File: src/rtl/fpnew_pkg.sv
// rtl/fpnew_pkg.sv - FPnew shared enums/status used by the slice arbiter
package fpnew_pkg;

  typedef enum logic [2:0] {
    RNE = 3'b000, RTZ = 3'b001, RDN = 3'b010, RUP = 3'b011,
    RMM = 3'b100, ROD = 3'b101, DYN = 3'b111
  } roundmode_e;

  typedef enum logic [3:0] {
    FMADD, FNMSUB, ADD, MUL, DIV, SQRT, SGNJ, MINMAX,
    CMP, CLASSIFY, F2F, F2I, I2F, CPKAB, CPKCD
  } operation_e;

  typedef struct packed {
    logic NV;
    logic DZ;
    logic OF;
    logic UF;
    logic NX;
  } status_t;

  // Index width that stays legal for a single-entry range.
  function automatic int unsigned idx_width(input int unsigned n);
    return (n > 1) ? $clog2(n) : 1;
  endfunction

endpackage

File: src/rtl/fpnew_arb_id_fifo.sv
// rtl/fpnew_arb_id_fifo.sv - in-order requester-ID queue for the slice arbiter
module fpnew_arb_id_fifo #(
  parameter int unsigned Depth = 4,
  parameter int unsigned DataW = 2
) (
  input  logic                       clk_i,
  input  logic                       rst_ni,
  input  logic                       flush_i,
  input  logic                       push_i,
  input  logic                       pop_i,
  input  logic [DataW-1:0]           data_i,
  output logic                       full_o,
  output logic                       empty_o,
  output logic [$clog2(Depth+1)-1:0] count_o,
  output logic [DataW-1:0]           head_o
);
  localparam int unsigned PtrW = (Depth > 1) ? $clog2(Depth) : 1;
  localparam int unsigned CntW = $clog2(Depth + 1);

  logic [DataW-1:0] r_mem [Depth];
  logic [PtrW-1:0]  r_wptr;
  logic [PtrW-1:0]  r_rptr;
  logic [CntW-1:0]  r_count;

  function automatic logic [PtrW-1:0] ptr_inc(input logic [PtrW-1:0] p);
    return (p == PtrW'(Depth - 1)) ? '0 : p + 1'b1;
  endfunction

  always_ff @(posedge clk_i) begin
    if (!rst_ni || flush_i) begin
      r_wptr  <= '0;
      r_rptr  <= '0;
      r_count <= '0;
    end else begin
      if (push_i) r_wptr <= ptr_inc(r_wptr);
      if (pop_i)  r_rptr <= ptr_inc(r_rptr);
      if (push_i && !pop_i)      r_count <= r_count + 1'b1;
      else if (pop_i && !push_i) r_count <= r_count - 1'b1;
    end
  end

  // Storage needs no reset; a full-queue push lands in the slot being popped.
  always_ff @(posedge clk_i) begin
    if (rst_ni && !flush_i && push_i) r_mem[r_wptr] <= data_i;
  end

  assign full_o  = (r_count == CntW'(Depth));
  assign empty_o = (r_count == '0);
  assign count_o = r_count;
  assign head_o  = r_mem[r_rptr];

endmodule

File: src/rtl/fpnew_slice_arbiter.sv
// rtl/fpnew_slice_arbiter.sv - shares one format slice between NumReq requesters
// FPNEW_SLICE_ARB_RR_EN selects round-robin; otherwise fixed priority (lowest index).
module fpnew_slice_arbiter
  import fpnew_pkg::*;
#(
  parameter int unsigned NumReq      = 4,
  parameter int unsigned Width       = 32,
  parameter int unsigned NumOperands = 3,
  parameter int unsigned MaxInFlight = 4,
  parameter type         TagType     = logic
) (
  input  logic                                            clk_i,
  input  logic                                            rst_ni,
  input  logic [NumReq-1:0][NumOperands-1:0][Width-1:0]   req_operands_i,
  input  roundmode_e [NumReq-1:0]                         req_rnd_mode_i,
  input  operation_e [NumReq-1:0]                         req_op_i,
  input  logic [NumReq-1:0]                               req_op_mod_i,
  input  logic [NumReq-1:0]                               req_vectorial_i,
  input  TagType [NumReq-1:0]                             req_tag_i,
  input  logic [NumReq-1:0]                               req_valid_i,
  output logic [NumReq-1:0]                               req_ready_o,
  output logic [Width-1:0]                                rsp_result_o,
  output status_t                                         rsp_status_o,
  output TagType                                          rsp_tag_o,
  output logic [NumReq-1:0]                               rsp_valid_o,
  input  logic [NumReq-1:0]                               rsp_ready_i,
  output logic [NumOperands-1:0][Width-1:0]               slc_operands_o,
  output roundmode_e                                      slc_rnd_mode_o,
  output operation_e                                      slc_op_o,
  output logic                                            slc_op_mod_o,
  output logic                                            slc_vectorial_o,
  output TagType                                          slc_tag_o,
  output logic                                            slc_in_valid_o,
  input  logic                                            slc_in_ready_i,
  input  logic [Width-1:0]                                slc_result_i,
  input  status_t                                         slc_status_i,
  input  TagType                                          slc_tag_i,
  input  logic                                            slc_out_valid_i,
  output logic                                            slc_out_ready_o,
  input  logic                                            flush_i,
  output logic                                            slc_flush_o,
  output logic                                            busy_o
);
  localparam int unsigned IdW  = idx_width(NumReq);
  localparam int unsigned CntW = $clog2(MaxInFlight + 1);

  typedef logic [IdW-1:0] id_t;
  typedef struct packed {
    logic [NumOperands-1:0][Width-1:0] operands;
    roundmode_e                        rnd_mode;
    operation_e                        op;
    logic                              op_mod;
    logic                              vectorial;
    TagType                            tag;
  } arb_req_t;

  logic            w_issue_ok, w_rsp_ok, w_push, w_pop, w_full, w_empty;
  logic [CntW-1:0] w_count;
  id_t             w_head, w_pick, w_winner;
  arb_req_t        w_req;
  logic            r_locked;
  id_t             r_lock_idx;

`ifdef FPNEW_SLICE_ARB_RR_EN
  id_t r_rr_ptr;

  always_comb begin
    id_t  idx;
    logic found;
    idx    = r_rr_ptr;
    found  = 1'b0;
    w_pick = r_rr_ptr;
    for (int k = 0; k < NumReq; k++) begin
      if (!found && req_valid_i[idx]) begin
        w_pick = idx;
        found  = 1'b1;
      end
      idx = (idx == id_t'(NumReq - 1)) ? '0 : idx + 1'b1;
    end
  end

  // Pointer survives a flush so fairness carries across it.
  always_ff @(posedge clk_i) begin
    if (!rst_ni)     r_rr_ptr <= '0;
    else if (w_push) r_rr_ptr <= (w_winner == id_t'(NumReq - 1)) ? '0 : w_winner + 1'b1;
  end
`else
  always_comb begin
    w_pick = '0;
    for (int i = NumReq - 1; i >= 0; i--) begin
      if (req_valid_i[i]) w_pick = id_t'(i);
    end
  end
`endif

  assign w_winner       = r_locked ? r_lock_idx : w_pick;
  assign w_issue_ok     = rst_ni & ~flush_i & ~w_full;
  assign slc_in_valid_o = (|req_valid_i) & w_issue_ok;
  assign w_push         = slc_in_valid_o & slc_in_ready_i;

  always_comb begin
    req_ready_o           = '0;
    req_ready_o[w_winner] = w_issue_ok & slc_in_ready_i;
  end

  // A stalled offer is pinned so the slice never sees its input change mid-handshake.
  always_ff @(posedge clk_i) begin
    if (!rst_ni || flush_i) begin
      r_locked   <= 1'b0;
      r_lock_idx <= '0;
    end else if (w_push) begin
      r_locked   <= 1'b0;
    end else if (slc_in_valid_o) begin
      r_locked   <= 1'b1;
      r_lock_idx <= w_winner;
    end
  end

  always_comb begin
    w_req.operands  = req_operands_i[w_winner];
    w_req.rnd_mode  = req_rnd_mode_i[w_winner];
    w_req.op        = req_op_i[w_winner];
    w_req.op_mod    = req_op_mod_i[w_winner];
    w_req.vectorial = req_vectorial_i[w_winner];
    w_req.tag       = req_tag_i[w_winner];
  end

  assign slc_operands_o  = w_req.operands;
  assign slc_rnd_mode_o  = w_req.rnd_mode;
  assign slc_op_o        = w_req.op;
  assign slc_op_mod_o    = w_req.op_mod;
  assign slc_vectorial_o = w_req.vectorial;
  assign slc_tag_o       = w_req.tag;

  fpnew_arb_id_fifo #(
    .Depth (MaxInFlight),
    .DataW (IdW)
  ) u_id_fifo (
    .clk_i   (clk_i),
    .rst_ni  (rst_ni),
    .flush_i (flush_i),
    .push_i  (w_push),
    .pop_i   (w_pop),
    .data_i  (w_winner),
    .full_o  (w_full),
    .empty_o (w_empty),
    .count_o (w_count),
    .head_o  (w_head)
  );

  assign w_rsp_ok        = rst_ni & ~flush_i & ~w_empty;
  assign slc_out_ready_o = rsp_ready_i[w_head] & w_rsp_ok;
  assign w_pop           = slc_out_valid_i & slc_out_ready_o;

  always_comb begin
    rsp_valid_o         = '0;
    rsp_valid_o[w_head] = slc_out_valid_i & w_rsp_ok;
  end

  assign rsp_result_o = slc_result_i;
  assign rsp_status_o = slc_status_i;
  assign rsp_tag_o    = slc_tag_i;
  assign slc_flush_o  = flush_i;
  assign busy_o       = rst_ni & ((w_count != '0) | slc_in_valid_o);

  always_ff @(posedge clk_i) begin
    if (rst_ni && !flush_i) begin
      assert (!(slc_out_valid_i && w_empty))
        else $error("slice result arrived with an empty ID queue");
    end
  end

endmodule

File: config.mk
export PLATFORM = sky130hd
export DESIGN_NAME = fpnew_slice_arbiter
export DESIGN_NICKNAME = d
export VERILOG_FILES = /design/src/rtl/fpnew_pkg.sv /design/src/rtl/fpnew_arb_id_fifo.sv /design/src/rtl/fpnew_slice_arbiter.sv
export SDC_FILE = /design/constraint.sdc
export NUM_CORES = 1
export LEC_CHECK = 0
export BUFFER_PORTS_ARGS = -buffer_cell sky130_fd_sc_hd__buf_2
export CAP_MARGIN = 40
export CELL_PAD_IN_SITES_DETAIL_PLACEMENT = 1
export CELL_PAD_IN_SITES_GLOBAL_PLACEMENT = 2
export CORE_AREA = 2 2 243 245
export DETAILED_ROUTE_END_ITERATION = 10
export DIE_AREA = 0 0 245 247
export PLACE_DENSITY_LB_ADDON = 0.1
export SKIP_LAST_GASP = 1
export SYNTH_ARGS = -nofsm -noshare
export SYNTH_HDL_FRONTEND = slang
export SYNTH_SLANG_ARGS = --single-unit
export TNS_END_PERCENT = 5
File: constraint.sdc
create_clock -name clk_i -period 9.1 [get_ports clk_i]
set_clock_uncertainty 0.15 [all_clocks]
set_input_delay 2.275 -clock clk_i [delete_from_list [all_inputs] [get_ports clk_i]]
set_output_delay 2.275 -clock clk_i [all_outputs]
set_load 0.005 [all_outputs]
==> results by group, run 1 <==
Power and ir drop
  • PwrDens: ~70 mW/mm²
  • Worst VDD drop: between 0.06 and 0.07 mV
  • Leakage: 4.20 nW

Global route
  • Vias in the first global route: approximately 6000
  • Grt ovf: 0
  • Total global-route track usage: 0.0939
  • Initial antenna violation count: 16
  • First-pass GRT wire length: 42200 µm
  • Largest net degree at the start of global routing: 92

Setup path
  • Setup crit end kind: primary output
  • WP data required: around 6.7 ns
  • R2r endpoint: u_id_fifo.count_o[2]
  • Depth of the most critical reg-to-reg path: 9
  • Critical path type: primary input to primary output
  • CP startpoint: req_valid_i[1]
  • Crit path max fanout: 82
  • Worst EP arrival: 4.47 ns
  • R2R setup slack: ~6.0 ns
  • Startpoint Class: primary input

Timing
  • Hold Vio Cnt, Final: 0
  • Tmin final: 6.90 ns
  • Worst Tran Pin Value: between 0.7 and 0.8 ns
  • Final TNS setup: 0 ns
  • Final period util: 0.758
  • Slew Limit Headroom: 0.484
  • Max Freq: between 0.1 and 0.15 GHz
  • Final setup fails: 0
  • RSZ-0062 raised after global routing: false
  • Slew Limit Fails: 0

Cells and area
  • Layout cells sized above 1: 0.584
  • Area Growth Syn to Fin: 72.6%
  • Final instance area: 0.00824 mm²
  • Most common cell after layout, fill and taps aside: buf_2
  • Final nets: approximately 1500
  • Most frequent cells in the layout: buf_2 (554), mux2i_1 (323), nor2_1 (18), dfxtp_1 (12), inv_1 (10)

Yosys
  • #FFs+latches synth: 20
  • Yosys warns: 0
  • Seq/Total Area, Yosys: 0.101
  • Syn Nets: 978
  • Synth unique cells: 34
  • Area leader, netlist: mux2i_1
  • Synth Instances: about 500
  • Yosys top cell area share: 0.677
  • Post-synthesis cell area: 0.00477 mm²
  • Syn avg cell area: 9.63 µm²
  • Synth top area cells: mux2i_1 (68%), buf_4 (8.2%), dfxtp_1 (5.0%)

Floorplanning
  • Die area: 0.0605 mm²
  • Initial Utilization: 0.0820
  • Core area: just under 0.06 mm²
  • Chip Width: 245 µm
  • Die height: ~250 µm
  • I/O Pins: 631
  • Std cell rows: 89

CTS
  • Worst skew pair latency: 0.25 ns
  • Setup bufs post-CTS: 0
  • Clock transition at path regs: roughly 0.060 ns
  • Root buf cell: clkbuf_16
  • Number of CTS-inserted buffers: 3
  • CTS Hold Bufs: 0
  • Clock sink total: 20
  • TritonCTS clock tree: built
  • CTS resizes: 0
  • Number of H-tree levels: 1
  • Maximum root-to-sink buffer count: 2

Worst hold path
  • Worst Hold End: r_lock_idx[0]
  • Hold depth: 2
  • Hold_sp: r_lock_idx[0]
  • Hold/Removal Path Class: register to register

Drt
  • Avg WL per Cell: between 15 and 20 µm
  • DR pass1 iterations: 4
  • Vias post-DR: approximately 5700
  • Final ANT Viol Nets: 0
  • Drt drc: 0
  • DR iter-0 viols: 64
  • Final WL: 31200 µm
  • Vias/cell: 3.23

Outcome
  • Status: completed

Placed design
  • Final GP Congestion: 0.715
  • Port bufs: 554
  • Placed inst area: approximately 0.0081 mm²
  • Post-DP HPWL: 27400 µm

Run
  • MaxCap Viol Count: 0
routing by layer:
metal	global-route usage	part of all wire	vias to the layer above
met5	0	0.0049	-
met3	0.0353	0.087	36
met2	0.190	0.57	263
li1	-	-	2782
met1	0.0936	0.34	2584
met4	0.00448	0.0044	22
power by group:
| part | leakage, nW | total, mW | internal [mW] | switching, mW |
|---|---|---|---|---|
| sequential | 0.172 | 0.0954 | 0.0943 | 0.00113 |
| clock | 0.0511 | 0.125 | 0.0874 | 0.0373 |
| combinational | 3.98 | 0.346 | 0.187 | 0.159 |
registers in the layout, indices dropped and copies added, names as in the netlist, named ones only:
name and count:
u_id_fifo.r_rptr 2, u_id_fifo.count_o 3, r_lock_idx 2, r_locked 1, u_id_fifo.r_wptr 2, u_id_fifo.r_mem 8
final cells by class:
class                   instances  area, µm²
fillers                      7000      50000
multi-input cells             389       3750
repair buffers                561       2890
well taps                     773        967
flip-flops and latches         20        480
clock buffers                   3       75.1
inverters                      10       37.5
clock inverters                 1       30.0
diodes                          4       10.0
cell families (layout without fill, tap and decap cells):
logic type / count (synthesis) / in the layout / share of synthesized area
mux: 329 / 329 / 0.697
fa+ha+maj: 7 / 7 / 0.0199
simple gates: 43 / 43 / 0.0487
xor+xnor: 2 / 2 / 0.00367
flops: 20 / 20 / 0.101
compound gates: 8 / 8 / 0.0152
buf+inv: 87 / 575 / 0.115
other cells: 0 / 4 / 0
cells in the mapped netlist:
master and number:
a22oi_4 1, ha_1 6, mux2_1 2, nor4_2 2
mux4_2 2, a211oi_1 1, mux2_4 1, or3_1 1
nand2b_1 2, o21ai_0 1, o41ai_1 1, edfxtp_1 8
o31a_1 1, fa_1 1, and2_1 4, nand2_1 3
mux2_2 1, clkbuf_1 5, nor4_1 2, buf_4 52
nor3_1 6, mux2i_1 323, nor4b_2 1, nor2_1 18
o41a_1 1, nor3b_1 1, or4_1 1, xor2_1 2
buf_2 19, and3_1 2, inv_1 10, dfxtp_1 12
clkbuf_4 1, a21oi_1 2
stage by stage:
stage	util	hold slack (ns)	power [mW]	std cells	setup WS, ns
after floorplan	-	0.310	0.276	496	3.19
after global placement	0.139	0.351	0.457	1752	2.16
after detailed placement	0.140	0.354	0.455	1753	2.15
after CTS	0.141	0.364	0.583	1757	2.15
after global routing	0.141	0.406	0.611	1760	2.00
final	0.142	0.363	0.566	1761	2.20
worst max-delay path: stages:
cell and delay (ns):
buf_2 0.12, o41ai_2 0.58, buf_12 0.36, buf_12 0.47, mux2i_1 0.26, mux2i_1 0.10
buf_2 0.16
worst max-delay path by stage:
stage	end	slack [ns]	cells past startpoint
final	slc_operands_o[65]	2.20	7
after global routing	slc_operands_o[41]	2.00	7
after CTS	slc_operands_o[65]	2.15	7
after detailed placement	slc_operands_o[65]	2.15	7
after global placement	slc_operands_o[51]	2.16	7
after floorplan	slc_operands_o[91]	3.19	6
(Power assumes the default switching activity.)
==> run 2, diff against run 1 <==
==> constraint.sdc (replaced) <==
create_clock -name clk_i -period 6.4 [get_ports clk_i]
set_clock_uncertainty 0.15 [all_clocks]
set_input_delay 1.6 -clock clk_i [delete_from_list [all_inputs] [get_ports clk_i]]
set_output_delay 1.6 -clock clk_i [all_outputs]
set_load 0.005 [all_outputs]
==> results by group, run 2 (synthesized netlist as in run 1, its figures left out) <==
Outcome
  • Status: completed

Drt
  • Vias/cell: 3.25
  • Avg WL per Cell: about 18 µm
  • Final WL: 31800 µm
  • DR pass1 iterations: 4
  • Final ANT Viol Nets: 0
  • Vias post-DR: between 5000 and 6000
  • DR iter-0 viols: between 60 and 70
  • Drt drc: 0

Setup path
  • R2r endpoint: u_id_fifo.count_o[2]
  • Critical path type: primary input to primary output
  • Crit path max fanout: 66
  • R2R setup slack: 3.34 ns
  • Depth of the most critical reg-to-reg path: 9
  • CP startpoint: req_valid_i[1]
  • Setup crit end kind: primary output
  • Startpoint Class: primary input
  • Crit path to: slc_operands_o[80]
  • Worst EP arrival: 3.42 ns
  • WP data required: 4.65 ns

Worst hold path
  • Hold_sp: r_lock_idx[0]
  • Hold/Removal Path Class: register to register

Cells and area
  • FF+latch area: 480 µm²
  • Layout cells sized above 1: 0.587
  • Multi-input logic area: about 0.0038 mm²
  • # fillers: roughly 7000
  • Most common cell after layout, fill and taps aside: buf_2
  • Final nets: 1473
  • Most frequent cells in the layout: buf_2 (554), mux2i_1 (323), nor2_1 (18), dfxtp_1 (12), inv_1 (10)
  • Area Growth Syn to Fin: 73.8%
  • Reg with most FFs: u_id_fifo.r_mem
  • Max FFs per register: 8
  • Final instance area: 0.00830 mm²

Timing
  • Worst Tran Pin Value: 0.726 ns
  • Final setup fails: 0
  • Slew Limit Headroom: 0.515
  • Final period util: 0.807
  • WHS: 0.353 ns
  • Slew Limit Fails: 0
  • Final TNS setup: 0 ns
  • RSZ-0062 raised after global routing: false
  • Hold Vio Cnt, Final: 0
  • Max Freq: 0.194 GHz
  • Tmin final: 5.17 ns

Power and ir drop
  • PwrDens: 97.6 mW/mm²
  • Leakage: approximately 4.2 nW
  • Worst VDD drop: 0.0717 mV
  • Power after layout: 0.810 mW

Placed design
  • Port bufs: between 500 and 600
  • Placed inst area: ~0.0082 mm²
  • Post-DP HPWL: 28300 µm
  • Final GP Congestion: 0.712

Floorplanning
  • Std cell rows: between 80 and 90
  • I/O Pins: around 630
  • Die height: 247 µm
  • Initial Utilization: 0.0820
  • Chip Width: 245 µm
  • Die area: 0.0605 mm²
  • Core area: 0.0582 mm²

CTS
  • Setup bufs post-CTS: 0
  • CTS resizes: 0
  • Root buf cell: clkbuf_16
  • Clock sink total: 20
  • Worst skew pair latency: 0.25 ns
  • TritonCTS clock tree: built
  • CTS Hold Bufs: 0
  • Number of H-tree levels: 1
  • Number of CTS-inserted buffers: 3
  • Clock transition at path regs: approximately 0.060 ns
  • Maximum root-to-sink buffer count: 2

Global route
  • Vias in the first global route: between 6000 and 7000
  • First-pass GRT wire length: 42700 µm
  • Largest net degree at the start of global routing: 67
  • Initial antenna violation count: 14
  • Grt ovf: 0
  • Total global-route track usage: 0.0952

Run
  • MaxCap Viol Count: 0
==> run 2: final cells by class <==
| cell class | instances | share of cell area |
|---|---|---|
| multi-input cells | 389 | 0.452 |
| repair buffers | 567 | 0.355 |
| well taps | 773 | 0.117 |
| flip-flops and latches | 20 | 0.0579 |
| clock buffers | 3 | 0.00905 |
| inverters | 10 | 0.00452 |
| clock inverters | 1 | 0.00362 |
| diodes | 4 | 0.00121 |
==> run 2: worst max-delay path: stages <==
cell and delay (ns):
buf_2 0.12, o41ai_2 0.41, buf_12 0.25, buf_12 0.38, mux2i_1 0.15, mux2i_1 0.25, buf_2 0.18
==> run 2: worst min-delay path by stage <==
| stage | cells after the start | slack [ns] | end |
|---|---|---|---|
| 2_1_floorplan | 2 | 0.31 | r_lock_idx[1] |
| 3_3_place_gp | 2 | 0.35 | r_lock_idx[1] |
| 3_5_place_dp | 2 | 0.35 | r_lock_idx[1] |
| 4_1_cts | 2 | 0.36 | r_lock_idx[0] |
| 5_1_grt | 2 | 0.39 | r_lock_idx[0] |
| 6_report | 2 | 0.35 | r_lock_idx[0] |
==> run 2: stage by stage <==
stage           util  instances  worst slack [ns]
6_report       0.143       1767              1.23
5_1_grt        0.142       1765              1.08
4_1_cts        0.142       1763              1.16
3_5_place_dp   0.141       1759              1.16
3_3_place_gp   0.140       1758              1.13
2_1_floorplan      -        496              1.84
==> run 2: where the power goes <==
part           total, mW  internal (mW)  switching [mW]
sequential         0.136          0.134         0.00163
clock              0.175          0.124          0.0509
combinational      0.499          0.270           0.230
total              0.810          0.528           0.282
==> run 2: routing by layer <==
layer	part of all wire	vias to the layer above	wire length, µm	track usage
li1	-	2796	-	-
met1	0.33	2636	10600	0.0926
met2	0.57	259	18200	0.196
met3	0.089	36	2820	0.0362
met4	0.0042	20	133	0.00359
met5	0.0038	-	121	0
==> run 3, diff against run 2 <==
--- a/config.mk
+++ b/config.mk
@@ -9,9 +9,9 @@
 export CAP_MARGIN = 40
 export CELL_PAD_IN_SITES_DETAIL_PLACEMENT = 1
 export CELL_PAD_IN_SITES_GLOBAL_PLACEMENT = 2
-export CORE_AREA = 2 2 243 245
+export CORE_AREA = 2 2 246 248
 export DETAILED_ROUTE_END_ITERATION = 10
-export DIE_AREA = 0 0 245 247
+export DIE_AREA = 0 0 248 250
 export PLACE_DENSITY_LB_ADDON = 0.1
 export SKIP_LAST_GASP = 1
 export SYNTH_ARGS = -nofsm -noshare
==> constraint.sdc (replaced) <==
create_clock -name clk_i -period 4.65 [get_ports clk_i]
set_clock_uncertainty 0.15 [all_clocks]
set_input_delay 1.1625 -clock clk_i [delete_from_list [all_inputs] [get_ports clk_i]]
set_output_delay 1.1625 -clock clk_i [all_outputs]
set_load 0.005 [all_outputs]
==> results by group, run 3 (synthesized netlist as in run 1, its figures left out) <==
Timing
  • Final setup fails: 0
  • Final period util: 0.914
  • Final TNS setup: 0 ns
  • Tmin final: 4.25 ns
  • Hold Vio Cnt, Final: 0
  • RSZ-0062 raised after global routing: false
  • Worst setup margin: 0.402 ns
  • Slew Limit Headroom: 0.509
  • Slew Limit Fails: 0
  • Worst Tran Pin Value: 0.731 ns
  • Max Freq: 0.235 GHz

Drt
  • Final WL: ~31000 µm
  • Vias/cell: 3.26
  • Avg WL per Cell: approximately 17 µm
  • M1 WL: 10000 µm
  • Final ANT Viol Nets: 0
  • WL met2: roughly 18000 µm
  • Top sig layer: met5
  • Drt drc: 0
  • DR iter-0 viols: 111
  • DR pass1 iterations: 4
  • DR WL met3: roughly 3200 µm
  • Vias post-DR: 5812

Setup path
  • Setup crit end kind: primary output
  • R2R setup slack: 1.57 ns
  • WP data required: 3.34 ns
  • Startpoint Class: primary input
  • Critical path type: primary input to primary output
  • Worst EP arrival: 2.94 ns
  • Crit path max fanout: 36

Cells and area
  • Max FFs per register: 8
  • FF+latch area: 480 µm²
  • Most common cell after layout, fill and taps aside: buf_2
  • Reg with most FFs: u_id_fifo.r_mem
  • Final core occ: 0.141
  • Final nets: between 1000 and 1500
  • Multi-input logic area: ~0.0038 mm²
  • Most frequent cells in the layout: buf_2 (554), mux2i_1 (323), nor2_1 (18), buf_4 (15), dfxtp_1 (12)
  • Area Growth Syn to Fin: 75.3%
  • Layout cells sized above 1: 0.591
  • # fillers: 7155

Floorplanning
  • Core area: 0.0596 mm²
  • Std cell rows: 90
  • Die area: just over 0.06 mm²
  • Die height: 250 µm
  • Initial Utilization: 0.0802
  • Chip Width: 248 µm
  • I/O Pins: approximately 630

Power and ir drop
  • Sw Pwr: 0.384 mW
  • Worst VDD drop: 0.103 mV
  • Reg power frac: 0.173
  • Clock power share: 0.185
  • PwrDens: approximately 130 mW/mm²
  • Leakage: 4.28 nW
  • Combinational share of power: 0.641
  • Switching Fraction: 0.356
  • P_int: 0.693 mW

CTS
  • Worst skew pair latency: ~0.25 ns
  • Number of H-tree levels: 1
  • Root buf cell: clkbuf_16
  • Clock sink total: 20
  • Clock transition at path regs: 0.06 ns
  • CTS Hold Bufs: 0
  • TritonCTS clock tree: built
  • Setup bufs post-CTS: 0
  • Number of CTS-inserted buffers: 3
  • Maximum root-to-sink buffer count: 2
  • CTS resizes: 0

Global route
  • Vias in the first global route: 6445
  • First-pass GRT wire length: 42600 µm
  • Largest net degree at the start of global routing: 50
  • Grt ovf: 0
  • Total global-route track usage: 0.0927
  • Initial antenna violation count: 12

Placed design
  • Port bufs: 554
  • Dpl ws: 0.378 ns
  • Post-DP HPWL: 27900 µm
  • Final GP Congestion: around 0.73

Worst hold path
  • Hold/Removal Path Class: register to register

Run
  • MaxCap Viol Count: 0

Outcome
  • Status: completed
[run 3: cell count changes in the layout (fill, tap and decap cells not counted)]
cell / delta
clkbuf_8: +1
buf_4: +8
buf_12: +1
bufinv_16: -1
diode_2: -1
[run 3: power groups by stage]
stage               Combinational [mW]  Sequential (mW)  Clock [mW]
finish                           0.691            0.187       0.199
global route                     0.764            0.187       0.211
CTS                              0.716            0.187       0.206
detailed placement               0.713            0.191           0
global placement                 0.719            0.191           0
floorplan                        0.349            0.190           0
[run 3: per-layer routing]
layer	global-route usage	vias up
li1	-	2807
met1	0.0849	2658
met2	0.192	304
met3	0.0357	27
met4	0.00924	16
met5	0	-
[run 3: layout make-up]
class | count | area share
multi-input combinational | 389 | 0.448
timing repair buffer | 576 | 0.361
tap | 782 | 0.117
sequential | 20 | 0.0574
clock buffer | 4 | 0.0106
inverter | 10 | 0.00448
antenna | 3 | 0.000897
[run 3: worst paths after layout]
check	cells past startpoint	end	start
setup reg to reg	9	u_id_fifo.count_o[2]	register
setup / recovery	7	slc_operands_o[7]	req_valid_i[1]
hold / removal	2	r_lock_idx[0]	r_lock_idx[0]
hold reg to reg	2	r_lock_idx[0]	r_lock_idx[0]
[run 3: stage by stage]
step | area [µm²] | std cells | total power, mW | hold WS (ns)
finish | 8370 | 1784 | 1.08 | 0.357
global placement | 8280 | 1777 | 0.909 | 0.349
CTS | 8360 | 1781 | 1.11 | 0.361
floorplan | 4770 | 496 | 0.539 | 0.310
detailed placement | 8280 | 1777 | 0.904 | 0.352
global route | 8370 | 1783 | 1.16 | 0.399
[run 3: critical path: stages]
cell     delay, ns
buf_2         0.12
o41ai_2       0.48
buf_12        0.29
buf_4         0.33
mux2i_1       0.23
mux2i_1       0.09
buf_2         0.14
